==> config.mk <==
export PLATFORM = sky130hd
export DESIGN_NAME = serial_deserializer_flat
export DESIGN_NICKNAME = d
export VERILOG_FILES = /design/src/rtl/serial_deserializer_if.sv /design/src/rtl/serial_deserializer.sv /design/src/flat_wrapper.sv
export SDC_FILE = /design/constraint.sdc
export NUM_CORES = 1
export LEC_CHECK = 0
export CORE_MARGIN = 1.5
export CORE_UTILIZATION = 51
export DETAILED_ROUTE_END_ITERATION = 8
export PLACE_DENSITY = 0.77
export SYNTH_ARGS = -nofsm -noshare
export SYNTH_HDL_FRONTEND = slang
export SYNTH_SLANG_ARGS = --single-unit
==> constraint.sdc <==
create_clock -name clk -period 1.6 [get_ports clk]
set_input_delay 0.4 -clock clk [delete_from_list [all_inputs] [get_ports clk]]
set_output_delay 0.4 -clock clk [all_outputs]
set_load 0.01 [all_outputs]
==> src/rtl/serial_deserializer_if.sv <==
// ---------------------------------------------------------------------------
// serial_deserializer_if
//   Groups the serial input, control and parallel output signals of
//   serial_deserializer. clk and rst are plain ports on the module itself.
//
//   master modport (producer/consumer side, e.g. the testbench):
//     drives   en, start, in, direction, ack, clr_ovr
//     observes parallel_out, valid, busy, overrun
//   slave modport (the deserializer): the mirror image.
// ---------------------------------------------------------------------------
interface serial_deserializer_if #(
    parameter int WIDTH = 8
);
    logic             en;
    logic             start;
    logic             in;
    logic             direction;
    logic             ack;
    logic             clr_ovr;
    logic [WIDTH-1:0] parallel_out;
    logic             valid;
    logic             busy;
    logic             overrun;

    modport master (
        output en, start, in, direction, ack, clr_ovr,
        input  parallel_out, valid, busy, overrun
    );

    modport slave (
        input  en, start, in, direction, ack, clr_ovr,
        output parallel_out, valid, busy, overrun
    );
endinterface

==> src/rtl/serial_deserializer.sv <==
// ---------------------------------------------------------------------------
// serial_deserializer
//   Collects WIDTH serial bits, one per clock edge with en=1, into a parallel
//   word. A frame begins with start=1 (which also carries bit 1 and latches
//   the bit order); the edge sampling bit WIDTH publishes the word on
//   parallel_out with valid=1. Completing a word while the previous one is
//   still unacknowledged overwrites it and raises the sticky overrun flag.
//
// Ports
//   clk            rising-edge clock
//   rst            asynchronous, active-high reset
//   bus.en         bit-sample enable (stalls the frame when low)
//   bus.start      frame start, qualified by en; aborts a frame in progress
//   bus.in         serial data
//   bus.direction  0: first bit ends at MSB; 1: first bit ends at LSB
//   bus.ack        consumer acknowledge of parallel_out
//   bus.clr_ovr    clears overrun
//   bus.parallel_out  last completed word
//   bus.valid      parallel_out holds an unacknowledged word
//   bus.busy       a frame is being shifted in
//   bus.overrun    sticky: an unacknowledged word was overwritten
// ---------------------------------------------------------------------------
module serial_deserializer #(
    parameter int WIDTH = 8
) (
    input  logic                 clk,
    input  logic                 rst,
    serial_deserializer_if.slave bus
);
    localparam int CW = $clog2(WIDTH + 1);

    localparam logic [0:0] ST_IDLE  = 1'b0;
    localparam logic [0:0] ST_SHIFT = 1'b1;

    localparam logic [CW-1:0] CNT_ONE  = CW'(1);
    localparam logic [CW-1:0] CNT_LAST = CW'(WIDTH - 1);

    logic [0:0]       state_q, state_d;
    logic [CW-1:0]    count_q, count_d;
    logic [WIDTH-1:0] shreg_q, shreg_d;
    logic             dir_q, dir_d;
    logic [WIDTH-1:0] pout_q, pout_d;
    logic             valid_q, valid_d;
    logic             ovr_q, ovr_d;

    logic [WIDTH-1:0] shifted;
    logic [WIDTH-1:0] first_bit;
    logic             complete;
    logic             ovr_set;

    // Shift register with the current bit appended in the latched order.
    // MSB-first frames enter at bit 0 and move up; LSB-first frames enter at
    // the top and move down, so the first bit ends at bit 0.
    assign shifted   = dir_q ? {bus.in, shreg_q[WIDTH-1:1]}
                             : {shreg_q[WIDTH-2:0], bus.in};
    // A fresh frame uses the direction being latched on this same edge.
    assign first_bit = bus.direction ? {bus.in, {(WIDTH-1){1'b0}}}
                                     : {{(WIDTH-1){1'b0}}, bus.in};

    always_comb begin
        // NOTE: every combinational output gets a default first so no path
        // leaves it unassigned; otherwise a latch would be inferred.
        state_d  = state_q;
        count_d  = count_q;
        shreg_d  = shreg_q;
        dir_d    = dir_q;
        complete = 1'b0;

        if (bus.en) begin
            if (bus.start) begin
                // Start is honoured in either state: in SHIFT it aborts the
                // partial frame, which is simply discarded.
                state_d = ST_SHIFT;
                count_d = CNT_ONE;
                dir_d   = bus.direction;
                shreg_d = first_bit;
            end else if (state_q == ST_SHIFT) begin
                shreg_d = shifted;
                count_d = count_q + CNT_ONE;
                if (count_q == CNT_LAST) begin
                    complete = 1'b1;
                    state_d  = ST_IDLE;
                end
            end
        end
    end

    // A completion only counts as an overrun when the old word is still
    // pending and is not being acknowledged on this very edge.
    assign ovr_set = complete & valid_q & ~bus.ack;

    always_comb begin
        pout_d  = pout_q;
        valid_d = valid_q;
        if (complete) begin
            pout_d  = shifted;
            valid_d = 1'b1;
        end else if (valid_q && bus.ack) begin
            valid_d = 1'b0;
        end
        // Setting has priority over clearing.
        if (ovr_set) begin
            ovr_d = 1'b1;
        end else if (bus.clr_ovr) begin
            ovr_d = 1'b0;
        end else begin
            ovr_d = ovr_q;
        end
    end

    // NOTE: state registers use non-blocking assignments so every register
    // samples the pre-edge values regardless of statement order.
    always_ff @(posedge clk or posedge rst) begin
        if (rst) begin
            state_q <= ST_IDLE;
            count_q <= '0;
            shreg_q <= '0;
            dir_q   <= 1'b0;
            pout_q  <= '0;
            valid_q <= 1'b0;
            ovr_q   <= 1'b0;
        end else begin
            state_q <= state_d;
            count_q <= count_d;
            shreg_q <= shreg_d;
            dir_q   <= dir_d;
            pout_q  <= pout_d;
            valid_q <= valid_d;
            ovr_q   <= ovr_d;
        end
    end

    assign bus.parallel_out = pout_q;
    assign bus.valid        = valid_q;
    assign bus.busy         = (state_q == ST_SHIFT);
    assign bus.overrun      = ovr_q;
endmodule

==> src/flat_wrapper.sv <==
// flat-port wrapper written by rule: the top's interface ports become plain ports
module serial_deserializer_flat 
#(
    parameter int WIDTH = 8
)
  (clk, rst, bus_en, bus_start, bus_in, bus_direction, bus_ack, bus_clr_ovr, bus_parallel_out, bus_valid, bus_busy, bus_overrun);
  serial_deserializer_if #(.WIDTH(WIDTH)) bus_i ();
  input  logic clk;
  input  logic rst;
  input wire logic [$bits(bus_i.en)-1:0] bus_en;
  input wire logic [$bits(bus_i.start)-1:0] bus_start;
  input wire logic [$bits(bus_i.in)-1:0] bus_in;
  input wire logic [$bits(bus_i.direction)-1:0] bus_direction;
  input wire logic [$bits(bus_i.ack)-1:0] bus_ack;
  input wire logic [$bits(bus_i.clr_ovr)-1:0] bus_clr_ovr;
  output wire logic [$bits(bus_i.parallel_out)-1:0] bus_parallel_out;
  output wire logic [$bits(bus_i.valid)-1:0] bus_valid;
  output wire logic [$bits(bus_i.busy)-1:0] bus_busy;
  output wire logic [$bits(bus_i.overrun)-1:0] bus_overrun;
  assign bus_i.en = bus_en;
  assign bus_i.start = bus_start;
  assign bus_i.in = bus_in;
  assign bus_i.direction = bus_direction;
  assign bus_i.ack = bus_ack;
  assign bus_i.clr_ovr = bus_clr_ovr;
  assign bus_parallel_out = bus_i.parallel_out;
  assign bus_valid = bus_i.valid;
  assign bus_busy = bus_i.busy;
  assign bus_overrun = bus_i.overrun;
  serial_deserializer #(.WIDTH(WIDTH)) u_core (.clk(clk), .rst(rst), .bus(bus_i));
endmodule
Yosys cells after proc, flatten, opt, wreduce, memory -nomap -nowiden
Index checks and enable logic that the tools add are counted.
{"block": "op_classes", "add_sub_neg": 1, "n_eq_ne": 1, "muxes": 17, "n_bitwise": 3, "reduce_logical": 6}
{"cell": "8-bit 2-to-1 mux", "n": 4}
{"cell": "1-bit 2-to-1 mux", "n": 11}
{"cell": "4-bit 2-to-1 mux", "n": 2}
{"cell": "2-bit nonzero test", "n": 3}
{"cell": "4-bit by 1-bit adder with 4-bit output, second input constant", "n": 1}
{"cell": "4-bit by 3-bit equality test with 1-bit output, second input constant", "n": 1}
{"cell": "2-bit AND reduction", "n": 2}
{"cell": "1-bit AND", "n": 2}
{"cell": "1-bit logical AND", "n": 1}
{"cell": "1-bit NOT", "n": 1}
{"block": "word_totals", "regBits": 24, "in_bits": 8, "out_inout_bits": 11, "elab_cells": 35}

Longest topological paths before layout
Gate-level depths: netlist of run 1.
{"block": "logic_depth", "ltp_word": 8, "depth_mapped": 5, "mapped_depth_nobuf": 4}

Worst setup path after synthesis of run 1
No wires, ideal clock.
{"block": "synth_path", "path_kind": "reg2reg", "start": "reg u_core.count_q[0]", "end": "reg u_core.pout_q[0], in the netlist u_core.bus.parallel_out[0]", "setup_ns": 0.125, "arrival_time_ns": 1.264, "required_ns": 1.475, "path_slack_ns": 0.211, "path_stages_with_launch": 5, "path_buffers": 0, "period_less_slack_ns": 1.389, "path_cell_list": "dfrtp_1 -> ha_1 -> nand4b_4 -> nor2_1 -> mux2_2"}
{"block": "synth_via", "elab_chain_len": 5}
{"element": "from (decl)", "line_no": "serial_deserializer.sv:39", "rtl": "logic [CW-1:0] count_q, count_d;"}
{"element": "from (signal assigned)", "line_no": "serial_deserializer.sv:124", "rtl": "count_q <= count_d;"}
{"element": "4-bit by 3-bit equality test with 1-bit output", "line_no": "serial_deserializer.sv:80", "rtl": "if (count_q == CNT_LAST) begin"}
{"element": "1-bit 2-to-1 mux", "line_no": "serial_deserializer.sv:80"}
{"element": "1-bit 2-to-1 mux", "line_no": "serial_deserializer.sv:77", "rtl": "end else if (state_q == ST_SHIFT) begin"}
{"element": "1-bit 2-to-1 mux", "line_no": "serial_deserializer.sv:70", "rtl": "if (bus.start) begin"}
{"element": "1-bit 2-to-1 mux", "line_no": "serial_deserializer.sv:69", "rtl": "if (bus.en) begin"}
{"element": "to (signal assigned)", "line_no": "serial_deserializer.sv:127", "rtl": "pout_q <= pout_d;"}
{"element": "to (decl)", "line_no": "serial_deserializer.sv:42", "rtl": "logic [WIDTH-1:0] pout_q, pout_d;"}
Every way passes these cells.
A chain may end at the register's enable or synchronous reset.

Worst setup path after layout of run 1
{"block": "layout_path", "start": "reg u_core.count_q[0]", "end": "reg u_core.pout_q[7], in the netlist u_core.bus.parallel_out[7]"}
Same word-level chain as after synthesis.

==> results of run 1 <==
routing by layer:
metal / track usage, % / part of all wire [%]
met3: 2.73 / 3.9
met4: 4.17 / 0.66
met2: 28.9 / 48
met5: 0 / 0
met1: 23.6 / 48
power by group through the flow:
stage	clock, uW	combinational, uW	sequential, uW
after global routing	287	293	724
after global placement	0	265	726
after detailed placement	0	272	728
after floorplan	0	162	721
final	245	264	716
after CTS	256	265	715
synthesized netlist by cell type (all sizes together):
library cell	number	share of area, %
o21ai	25	13
dfrtp	24	54
nand2	11	3.7
mux2	6	6.1
buf	5	3.6
mux2i	5	4.5
inv	4	1.3
a22o	2	1.6
a22oi	2	1.3
nand2b	2	1.1
a21oi	1	0.45
a41oi	1	0.78
and3b	1	0.90
ha	1	1.1
nand3	1	0.45
nand3b	1	0.67
nand4	1	0.56
nand4b	1	2.1
nor2	1	0.34
o22ai	1	1.1
or2	1	0.56
or3	1	0.67
cell usage in the layout (no fill, tap or decap), drive strengths merged:
master and n:
clkdlybuf4s50 7, clkbuf 3, o21ai 25, nand3 1, nand3b 1, dfrtp 24
nor2 1, ha 1, buf 8, inv 4, and3b 1, o22ai 1
nand2 11, nand4 1, a22oi 2, a41oi 1, a21oi 1, mux2 6
or2 1, mux2i 5, dlygate4sd2 7, nand2b 2, nand4b 1, a22o 2
dlymetal6s2s 4, or3 1
per-stage QoR:
stage / TNS [ns] / total power (uW) / hold slack [ns] / setup slack [ns]
after floorplan: 0 / 882 / 0.415 / 0.211
final: 0 / 1220 / 0.434 / 0.155
after global placement: -1.32 / 991 / 0.492 / -0.180
after global routing: 0 / 1300 / 0.485 / 0.0568
after CTS: 0 / 1240 / 0.440 / 0.00108
after detailed placement: -1.98 / 1000 / 0.496 / -0.251
cells by family after synthesis:
kind of cell             share of synthesized area (%)
AO/OA/AOI/OAI                                     18.5
multiplexers                                      10.5
AND/OR/NAND/NOR                                   11.1
flip-flops                                        53.8
buffers and inverters                             4.93
adder cells (fa/ha/maj)                           1.12
registers in the layout, summed over array words and instances, names as in the netlist:
name,count
u_core.bus.busy,1
u_core.count_q,4
u_core.bus.overrun,1
u_core.bus.parallel_out,8
u_core.shreg_q,8
u_core.bus.valid,1
u_core.dir_q,1
worst max-delay path by stage:
stage	start	endpoint	slack [ns]	depth (start not counted)
floorplan	u_core.count_q[0]	u_core.bus.parallel_out[0]	0.21	4
global placement	bus_en	u_core.bus.parallel_out[6]	-0.18	4
detailed placement	bus_en	u_core.bus.parallel_out[7]	-0.25	4
CTS	u_core.bus.parallel_out[1]	bus_parallel_out[1]	0.001	1
global route	u_core.count_q[0]	u_core.bus.parallel_out[7]	0.06	4
finish	u_core.count_q[0]	u_core.bus.parallel_out[7]	0.16	4
area by class of cell:
| type | count | area [um2] | share of cell area, % |
|---|---|---|---|
| clock buffer | 3 | 22.5 | 1.64 |
| multi-input combinational | 65 | 463 | 33.6 |
| inverter | 4 | 15.0 | 1.09 |
| tap | 27 | 33.8 | 2.45 |
| sequential | 24 | 601 | 43.6 |
| timing repair buffer | 26 | 241 | 17.5 |
timing repair:
item                       in CTS  in global routing
setup endpoints to repair       7                  7
pin swaps                       0                  0
resized for setup               7                  5
setup buffers                   0                  0
worst max-delay path: stages, from the launching register on:
cell and delay, ns:
dfrtp_1 0.43, ha_1 0.27, nand4b_4 0.13, nor2_2 0.17, mux2_2 0.35
==> metrics.cfg, run 1 <==
[power]
sw_frac_of_total_pct=27.9
p_clk_share_pct=20.0
power.leakage_uw=0.000709
switchingPower_uw=342
peakVddDrop_mv=0.608
power_frac_seq_pct=58.4
powerDensity_nw_per_um2=890
comb_power_share_pct=21.5
intPower_uw=882

[synthesis]
ys_seq_area_share_pct=53.8
yosys_register_bits=24
synth.distinct_cells=25
syn_area_um2=1120
syn_inst=98
synth_warnings=0
syn_nets=107
avgSynthCellArea_um2=11.4

[grt]
track_usage_pct=17.3
grt_max_degree=25
antenna_found_initial=0
first_global_vias=762
grt_pass1_wl_um=3300
grt_overflow=0

[placed_design]
io_buffers=18
placed_cell_area_um2=1350
hpwl_um=1520
gp_congestion=0.752
dp.cells=146

[clock_network]
cts_root_buf=clkbuf_4
clk_pin_slew_ns=0.12
clk_latency_ns=0.30
h-tree-depth=1
holdBufCountCts=0
cts_tree=built
cts-buffers-inserted=3
cts.sinks=24
cts_buffer_depth=2

[timing]
worst-slew-pin-transition_ns=0.361
rsz0062_at_grt=false
slew_viol_final=0
timing.fmax_mhz=692
max-slew-margin-rel_pct=76.0
post-route-period-util_pct=90.3
setup_viol_count_final=0
fin_skew_ns=0.00662
hold_viol=0
min_period_ns=1.44

[floorplanning]
placementRows=16
dieArea_um2=2480
die_width_um=49.8
die_h_um=49.8
core_um2=2000
start_util_pct=55.7
io_pins=19

[worst_setup_path]
crit_type=flip-flop to flip-flop
r2r_start=u_core.count_q[0]
reg2reg_slack_ns=0.16
crit_path_end_kind=flip-flop
required_ns=1.80
crit_path_start_kind=flip-flop
crit_arrival_ns=1.64
crit_fanout=5
reg2reg_depth=4
crit-reg2reg-capture=u_core.bus.parallel_out[7]

[min_path]
hold_class=input pin to asynchronous set/reset pin

[outcome]
status=completed

[final_layout]
area_growth_pct=23.3
drive_gt1_share_pct=23.0
fin_util_pct=68.8
nNetsFinal=133
diodes=0
fin_area_um2=1380
fin_cells=149
fill_cells=167

[drt]
vias_per_cell=5.47
wl_per_cell_um=13.3
drc=0
dr.first_iter.drc_count=5
routed_wl_um=1980
firstDrtPassIters=3
antenna_left=0
vias=815

[job]
maxCapViolCount=0

No activity file was read; power rests on OpenSTA's default activity.
==> run 2: changes to the inputs <==
--- a/config.mk
+++ b/config.mk
@@ -5,6 +5,7 @@
 export SDC_FILE = /design/constraint.sdc
 export NUM_CORES = 1
 export LEC_CHECK = 0
+export CAP_MARGIN = 20
 export CORE_MARGIN = 1.5
 export CORE_UTILIZATION = 51
 export DETAILED_ROUTE_END_ITERATION = 8
==> results of run 2 <==
The final DEF is identical to that of run 1; final timing and power are the same.
==> run 3: changes to the inputs <==
--- a/config.mk
+++ b/config.mk
@@ -8,6 +8,7 @@
 export CAP_MARGIN = 20
 export CORE_MARGIN = 1.5
 export CORE_UTILIZATION = 51
+export CTS_CLUSTER_DIAMETER = 30
 export DETAILED_ROUTE_END_ITERATION = 8
 export PLACE_DENSITY = 0.77
 export SYNTH_ARGS = -nofsm -noshare
==> constraint.sdc (replaced) <==
create_clock -name clk -period 1.4 [get_ports clk]
set_input_delay 0.35 -clock clk [delete_from_list [all_inputs] [get_ports clk]]
set_output_delay 0.35 -clock clk [all_outputs]
set_load 0.01 [all_outputs]
==> metrics.cfg, run 3 (same netlist as run 1, synthesis figures left out) <==
[outcome]
status=completed

[drt]
routed_wl_um=2240  ; +13%
firstDrtPassIters=4  ; +1
wl_per_cell_um=14.3  ; +7.6%
drc=0  ; unchanged
antenna_left=0  ; unchanged
vias_per_cell=5.39  ; -1.4%
vias=841  ; +3.2%
dr.first_iter.drc_count=7  ; +2

[final_layout]
area_growth_pct=29.1
fill_cells=145  ; -13%
seq_area_um2=601  ; unchanged
diodes=0  ; unchanged
fin_util_pct=72.0  ; +3.2 points
multi_input_area_um2=480  ; +3.8%
layout_commonest_cell=dfrtp_1
drive_gt1_share_pct=28.7  ; +5.7 points
final_cell_mix=dfrtp_1, o21ai_0, buf_4
nNetsFinal=139  ; +4.5%
fin_cells=156  ; +4.7%

[worst_setup_path]
r2r_start=u_core.bus.busy
crit_type=flip-flop to output port
crit_path_top_delay_cell=dfrtp_1
crit_buf_inv=1  ; +1
cp_cell_sequence=dlygate4sd2_1
required_ns=1.05  ; -0.75 ns
crit_arrival_ns=1.01  ; -0.63 ns
critical_path.startpoint=u_core.bus.busy
max_stage_delay_ns=0.41  ; -0.02 ns
crit_fanout=2  ; -3
crit_path_start_kind=flip-flop
cpLargestDelayFamily=flip-flops
crit_path_end_kind=output port

[power]
power.leakage_uw=0.000696  ; -1.8%
peakVddDrop_mv=0.766  ; +26%
powerDensity_nw_per_um2=1070  ; +21%

[floorplanning]
start_util_pct=55.7  ; unchanged
die_h_um=49.8  ; unchanged
io_pins=19  ; unchanged
dieArea_um2=2480  ; unchanged
core_um2=2000  ; unchanged
placementRows=16  ; unchanged
die_width_um=49.8  ; unchanged

[timing]
timing.fmax_mhz=737
hold_viol=0  ; unchanged
finalSetupTns_ns=0  ; unchanged
setup_viol_count_final=0  ; unchanged
worst-slew-pin-transition_ns=0.303  ; -0.0572 ns
slew_viol_final=0  ; unchanged
min_period_ns=1.36
post-route-period-util_pct=96.9
max-slew-margin-rel_pct=79.8  ; +3.8 points
fin_skew_ns=0.00254  ; -0.00408 ns

[clock_network]
h-tree-depth=1  ; unchanged
cts.sinks=24  ; unchanged
clk_latency_ns=0.31  ; about the same
cts_root_buf=clkbuf_4
cts_tree=built
clk_pin_slew_ns=0.13  ; about the same
cts-buffers-inserted=3  ; unchanged
cts_buffer_depth=2  ; unchanged
holdBufCountCts=0  ; unchanged

[grt]
grt_overflow=0  ; unchanged
grt_pass1_wl_um=3820  ; +16%
first_global_vias=862  ; +13%
grt_max_degree=25  ; unchanged
track_usage_pct=20.3  ; +3.0 points
antenna_found_initial=0  ; unchanged

[placed_design]
gp_congestion=0.812  ; +7.9%
io_buffers=18  ; unchanged
hpwl_um=1740  ; +14%
dp.cells=151  ; +3.4%

[job]
maxCapViolCount=0  ; unchanged

[min_path]
hold_class=input pin to asynchronous set/reset pin

run 3: timing repair:
action                                  4_1_cts  5_1_grt
setup buffers                                 1        0
endpoints found under the setup margin       14       12
gates resized for setup                      13        5
run 3: per-stage QoR:
step	hold WS, ns	setup WS, ns	total power, uW	area [um2]
5_1_grt	0.401	-0.00245	1630	1440
3_3_place_gp	0.491	-0.332	1180	1390
6_report	0.377	0.0438	1550	1440
2_1_floorplan	0.365	0.0110	1010	1120
3_5_place_dp	0.504	-0.392	1190	1390
4_1_cts	0.373	0.00446	1550	1430
run 3: per-layer routing:
metal | global-route usage [%] | wire length (um)
met1 | 25.1 | 1010
met2 | 36.9 | 1130
met4 | 5.56 | 17
met5 | 0 | 0
met3 | 2.73 | 79
run 3: final cells by class:
| cell class | count | share of cell area, % |
|---|---|---|
| clock buffer | 4 | 2.52 |
| timing repair buffer | 32 | 19.1 |
| tap | 27 | 2.34 |
| inverter | 4 | 1.04 |
| sequential | 24 | 41.7 |
| multi-input combinational | 65 | 33.3 |
run 3: report_power, final:
| group | total (uW) | internal, uW | switching, uW | leakage [uW] |
|---|---|---|---|---|
| combinational | 377 | 191 | 186 | 0.000354 |
| sequential | 809 | 760 | 49.7 | 0.000322 |
| clock | 363 | 159 | 204 | 0.0000210 |
run 3: worst paths after layout:
path | cells past startpoint | slack [ns] | to
max in group asynchronous | 3 | 0.79 | u_core.bus.parallel_out[0]
setup / recovery | 1 | 0.04 | bus_busy
hold reg to reg | 2 | 0.52 | u_core.bus.parallel_out[5]
min in group clk | 3 | 0.46 | u_core.count_q[2]
hold / removal | 3 | 0.38 | u_core.bus.valid
setup reg to reg | 6 | 0.06 | u_core.shreg_q[3]
